File: src/rtl/reset_sequencer_pkg.sv
// Shared types for the reset sequencer: FSM state encoding and a small sizing helper.
package reset_sequencer_pkg;

  typedef enum logic [1:0] {
    WAIT_LOCK = 2'd0,
    STABILIZE = 2'd1,
    HOLD      = 2'd2,
    RUN       = 2'd3
  } state_t;

  function automatic int max_int(input int a, input int b);
    return (a > b) ? a : b;
  endfunction

endpackage

File: src/rtl/reset_sequencer_sync_2ff.sv
// Two-flop synchroniser for a single-bit level crossing into the clk domain.
module sync_2ff (
  input  logic clk,
  input  logic reset,
  input  logic d,
  output logic q
);

  logic meta;

  // Both stages clear to 0 so a held-high input is re-qualified after reset.
  always_ff @(posedge clk) begin
    if (reset) begin
      meta <= 1'b0;
      q    <= 1'b0;
    end else begin
      meta <= d;
      q    <= meta;
    end
  end

endmodule

File: src/rtl/reset_sequencer.sv
// Reset sequencer: waits for a stable PLL lock, holds downstream reset a little
// longer, then releases it; re-asserts reset on any lock loss.
//
//   state     | meaning
//   WAIT_LOCK | rst_out asserted, waiting for synchronised lock
//   STABILIZE | lock seen, counting STABLE_CYCLES of continuous lock
//   HOLD      | lock stable, holding rst_out for HOLD_CYCLES more
//   RUN       | rst_out released, ready high
module reset_sequencer
  import reset_sequencer_pkg::*;
#(
  parameter int STABLE_CYCLES = 1024,
  parameter int HOLD_CYCLES   = 16,
  parameter int LOSS_CNT_W    = 8
) (
  input  logic                  clk,
  input  logic                  reset,
  input  logic                  pll_locked,
  output logic                  rst_out,
  output logic                  ready,
  output logic [LOSS_CNT_W-1:0] loss_count,
  output logic [1:0]            state_dbg
);

  localparam int CNT_W = $clog2(max_int(STABLE_CYCLES, HOLD_CYCLES) + 1);

  if (STABLE_CYCLES < 1 || STABLE_CYCLES > 65535) begin : g_bad_stable
    $error("reset_sequencer: STABLE_CYCLES out of range 1..65535");
  end
  if (HOLD_CYCLES < 1 || HOLD_CYCLES > 65535) begin : g_bad_hold
    $error("reset_sequencer: HOLD_CYCLES out of range 1..65535");
  end

  logic                  lock_s;
  state_t                state, state_nxt;
  logic [CNT_W-1:0]      cnt, cnt_nxt;
  logic [LOSS_CNT_W-1:0] loss_nxt;

  sync_2ff u_sync (
    .clk   (clk),
    .reset (reset),
    .d     (pll_locked),
    .q     (lock_s)
  );

  // Next-state logic; one counter serves both the STABILIZE and HOLD phases.
  always_comb begin
    state_nxt = state;
    cnt_nxt   = cnt;
    loss_nxt  = loss_count;
    unique case (state)
      WAIT_LOCK: begin
        if (lock_s) begin
          state_nxt = STABILIZE;
          cnt_nxt   = '0;
        end
      end
      STABILIZE: begin
        if (!lock_s) begin
          state_nxt = WAIT_LOCK;
          cnt_nxt   = '0;
        end else if (cnt == CNT_W'(STABLE_CYCLES - 1)) begin
          state_nxt = HOLD;
          cnt_nxt   = '0;
        end else begin
          cnt_nxt = cnt + CNT_W'(1);
        end
      end
      HOLD: begin
        if (!lock_s) begin
          state_nxt = WAIT_LOCK;
          cnt_nxt   = '0;
        end else if (cnt == CNT_W'(HOLD_CYCLES - 1)) begin
          state_nxt = RUN;
          cnt_nxt   = '0;
        end else begin
          cnt_nxt = cnt + CNT_W'(1);
        end
      end
      RUN: begin
        if (!lock_s) begin
          state_nxt = WAIT_LOCK;
          cnt_nxt   = '0;
          if (loss_count != '1) begin
            loss_nxt = loss_count + LOSS_CNT_W'(1);
          end
        end
      end
      default: begin
        state_nxt = WAIT_LOCK;
        cnt_nxt   = '0;
      end
    endcase
  end

  // State, counter and outputs; outputs are decoded from the next state so they
  // change on the same edge as the state register.
  always_ff @(posedge clk) begin
    if (reset) begin
      state      <= WAIT_LOCK;
      cnt        <= '0;
      loss_count <= '0;
      rst_out    <= 1'b1;
      ready      <= 1'b0;
    end else begin
      state      <= state_nxt;
      cnt        <= cnt_nxt;
      loss_count <= loss_nxt;
      rst_out    <= (state_nxt != RUN);
      ready      <= (state_nxt == RUN);
    end
  end

  assign state_dbg = state;

endmodule

File: config.mk
export PLATFORM = sky130hd
export DESIGN_NAME = reset_sequencer
export DESIGN_NICKNAME = d
export VERILOG_FILES = /design/src/rtl/reset_sequencer_pkg.sv /design/src/rtl/reset_sequencer_sync_2ff.sv /design/src/rtl/reset_sequencer.sv
export SDC_FILE = /design/constraint.sdc
export NUM_CORES = 1
export LEC_CHECK = 0
export CAP_MARGIN = 30
export CORE_MARGIN = 1.5
export CORE_UTILIZATION = 54
export DETAILED_ROUTE_END_ITERATION = 16
export PLACE_DENSITY_LB_ADDON = 0.3
export SETUP_SLACK_MARGIN = 0.4
export SLEW_MARGIN = 10
export SYNTH_ARGS = -nofsm -noshare
export SYNTH_HDL_FRONTEND = slang
export SYNTH_SLANG_ARGS = --single-unit
File: constraint.sdc
create_clock -name clk -period 2.19 [get_ports clk]
set_input_delay 0.3285 -clock clk [delete_from_list [all_inputs] [get_ports clk]]
set_output_delay 0.3285 -clock clk [all_outputs]
set_load 0.02 [all_outputs]
==> out/results.tsv <==
metric	value	unit
synth_edf_count	0	
area_growth_syn_to_layout	26.3	%
htree_levels	1	
port_buffers	14	
grt_max_degree	18	
drt-met1-wl	1320	um
endpoint_kind	register	
status	completed	
arrival	2270	ps
gp_congestion	0.824	
grt_pass1_wl	4840	um
drive_above_1_share	21.3	%
path_max_fanout	5	
cpMaxStageDelayCell	or4_4	
layout_common_cells	21 x dfxtp_1, 15 x nor2_1, 14 x nand2_1, 14 x clkdlybuf4s50_1, 9 x buf_4	
cts.reportedPaths.clkPinSlew	130	ps
setup_violations	0	
slew_viol_final	0	
die_y	52.5	um
antenna_cells	0	
initial_utilization	58.8	%
fin_crit_sh	93.5	%
ant_nets	0	
syn-num-nets	159	
worstPathRequired	2420	ps
power_density	427	nW/um^2
rsz0062_at_grt	true	
grtUsageTotal	23.5	%
hold_violations	0	
wl_met2	1470	um
fmax	0.489	GHz
wl	2960	um
post-route-util	74.3	%
max_stage_delay	540	ps
ys_ff_latch	25	
min_period	2050	ps
clock-root-buffer	clkbuf_4	
final_common_cell	dfxtp_1	
p_leak	0.577	nW
peakVddDrop	0.000426	V
dr_total_vias	1181	
ys.flop_type	dfxtp_1	
synth_area	1330	um^2
cts_tree	yes	
clock_path_buffers	2	
die_w	52.5	um
gr-total-overflow	0	
dpl.cell_count	190	
crit_chain	or4_4 -> o41ai_4 -> a2111oi_4 -> buf_6 -> a21o_1 -> a22o_1	
clkLatencyLatePin	320	ps
synth.top_cells.by_area	dfxtp_1 38%, ha_1 6.6%, nand2_1 4.2%	
maxCapViolations	0	
top_layer_used	met4	
core_area	2250	um^2
crit_family	compound AO/OA/AOI/OAI gates	
dr.first_iter.drc_count	32	
antenna_found_initial	0	
skew	5.41	ps
yosysTopAreaCell	dfxtp_1	
criticalPathCategory	reg2reg	
place_area	1500	um^2
slew_headroom	59.7	%
worstMarginPinSlew	603	ps
die-area	2760	um^2
cts_buffers	3	
start_kind	register	
remaining_drc_errors	0	
hold_ws	462	ps
crit_buf_inv	1	
ios	15	
ys_seq_area_share	37.8	%
firstDrtPassIters	4	
synth.avg_cell_area	8.89	um^2
p_total	0.716	mW
netlist-cell-type-count	38	
fin_nets	185	
wl_met3	100	um
ys_warn_count	0	
dp_hpwl	1940	um
cts_sinks	25	
route.detailed.vias_per_inst	5.85	
wl_per_cell	14.7	um
synth_top_cell_area_share	37.8	%
grt_pass1_vias	1151	
layout.cells.non_filler	202	
rows	17	
synthArstFlopShare	0	%
min-delay-path-class	reg2reg	
syn_inst	149	
design_area	1670	um^2
==> state kept, by name (all words and copies together) (netlist names) <==
name	flops
state_dbg	2
cnt	11
rst_out	1
loss_count	8
u_sync.meta	1
ready	1
u_sync.q	1
==> logic make-up after synthesis <==
family / synth area share (%)
and+or+nand+nor: 24.8
AOI/OAI and AO/OA: 19.6
DFF: 37.8
buffers and inverters: 3.40
xor gates and xnor gates: 4.63
adders and majority gates: 6.61
muxes: 3.12
==> final cells by class <==
cell class | count | area [um^2]
clock buffers | 4 | 26.3
fillers | 188 | 581
inverters | 6 | 22.5
multi-input cells | 114 | 856
flip-flops and latches | 25 | 510
well taps | 28 | 35.0
repair buffers | 25 | 224
==> final timing paths <==
| check | startpoint | end | slack, ps | cells after the start |
|---|---|---|---|---|
| max | cnt[8] | cnt[10] | 140 | 6 |
| min | u_sync.meta | u_sync.q | 460 | 1 |
| min reg2reg | u_sync.meta | u_sync.q | 460 | 1 |
| max reg2reg | cnt[8] | cnt[10] | 140 | 6 |
==> synthesized netlist by cell type (2+ instances only) <==
cell type,count
mux2i_1,3
ha_1,7
nor2b_1,4
o21ai_0,2
inv_1,6
or2_2,2
a21oi_1,7
nand3_1,11
nand2_1,15
clkbuf_1,3
nor3_1,8
a22o_1,4
a2111oi_2,2
dfxtp_1,25
a211oi_1,3
xor2_1,2
o41ai_4,2
a21o_1,3
o211ai_1,2
nor2_1,15
xnor2_1,5
or3_1,2
==> routing by layer <==
| layer | vias to the layer above | track usage, % |
|---|---|---|
| met5 | - | 0 |
| met4 | 0 | 12.0 |
| met3 | 8 | 4.00 |
| met2 | 34 | 39.0 |
| met1 | 554 | 28.9 |
| li1 | 585 | - |
==> stage by stage <==
stage	setup slack, ps	TNS (ps)
4_1_cts	126	0
3_5_place_dp	-115	-255
5_1_grt	101	0
3_3_place_gp	37.0	0
6_report	143	0
2_1_floorplan	285	0
==> report_power, final <==
group | leakage (nW) | total, mW | switching, mW | internal [mW]
Clock | 0.0150 | 0.206 | 0.135 | 0.0713
Sequential | 0.204 | 0.459 | 0.00346 | 0.455
Combinational | 0.358 | 0.0505 | 0.0278 | 0.0228
Total | 0.577 | 0.716 | 0.166 | 0.549
==> timing repair <==
action	CTS	global route
hold buffers	0	0
setup buffers	6	1
resized for setup	7	10
pin swaps	6	3
setup endpoints to repair	14	18
gates cloned	1	0
Note: power is estimated with default switching activity, not from simulation.
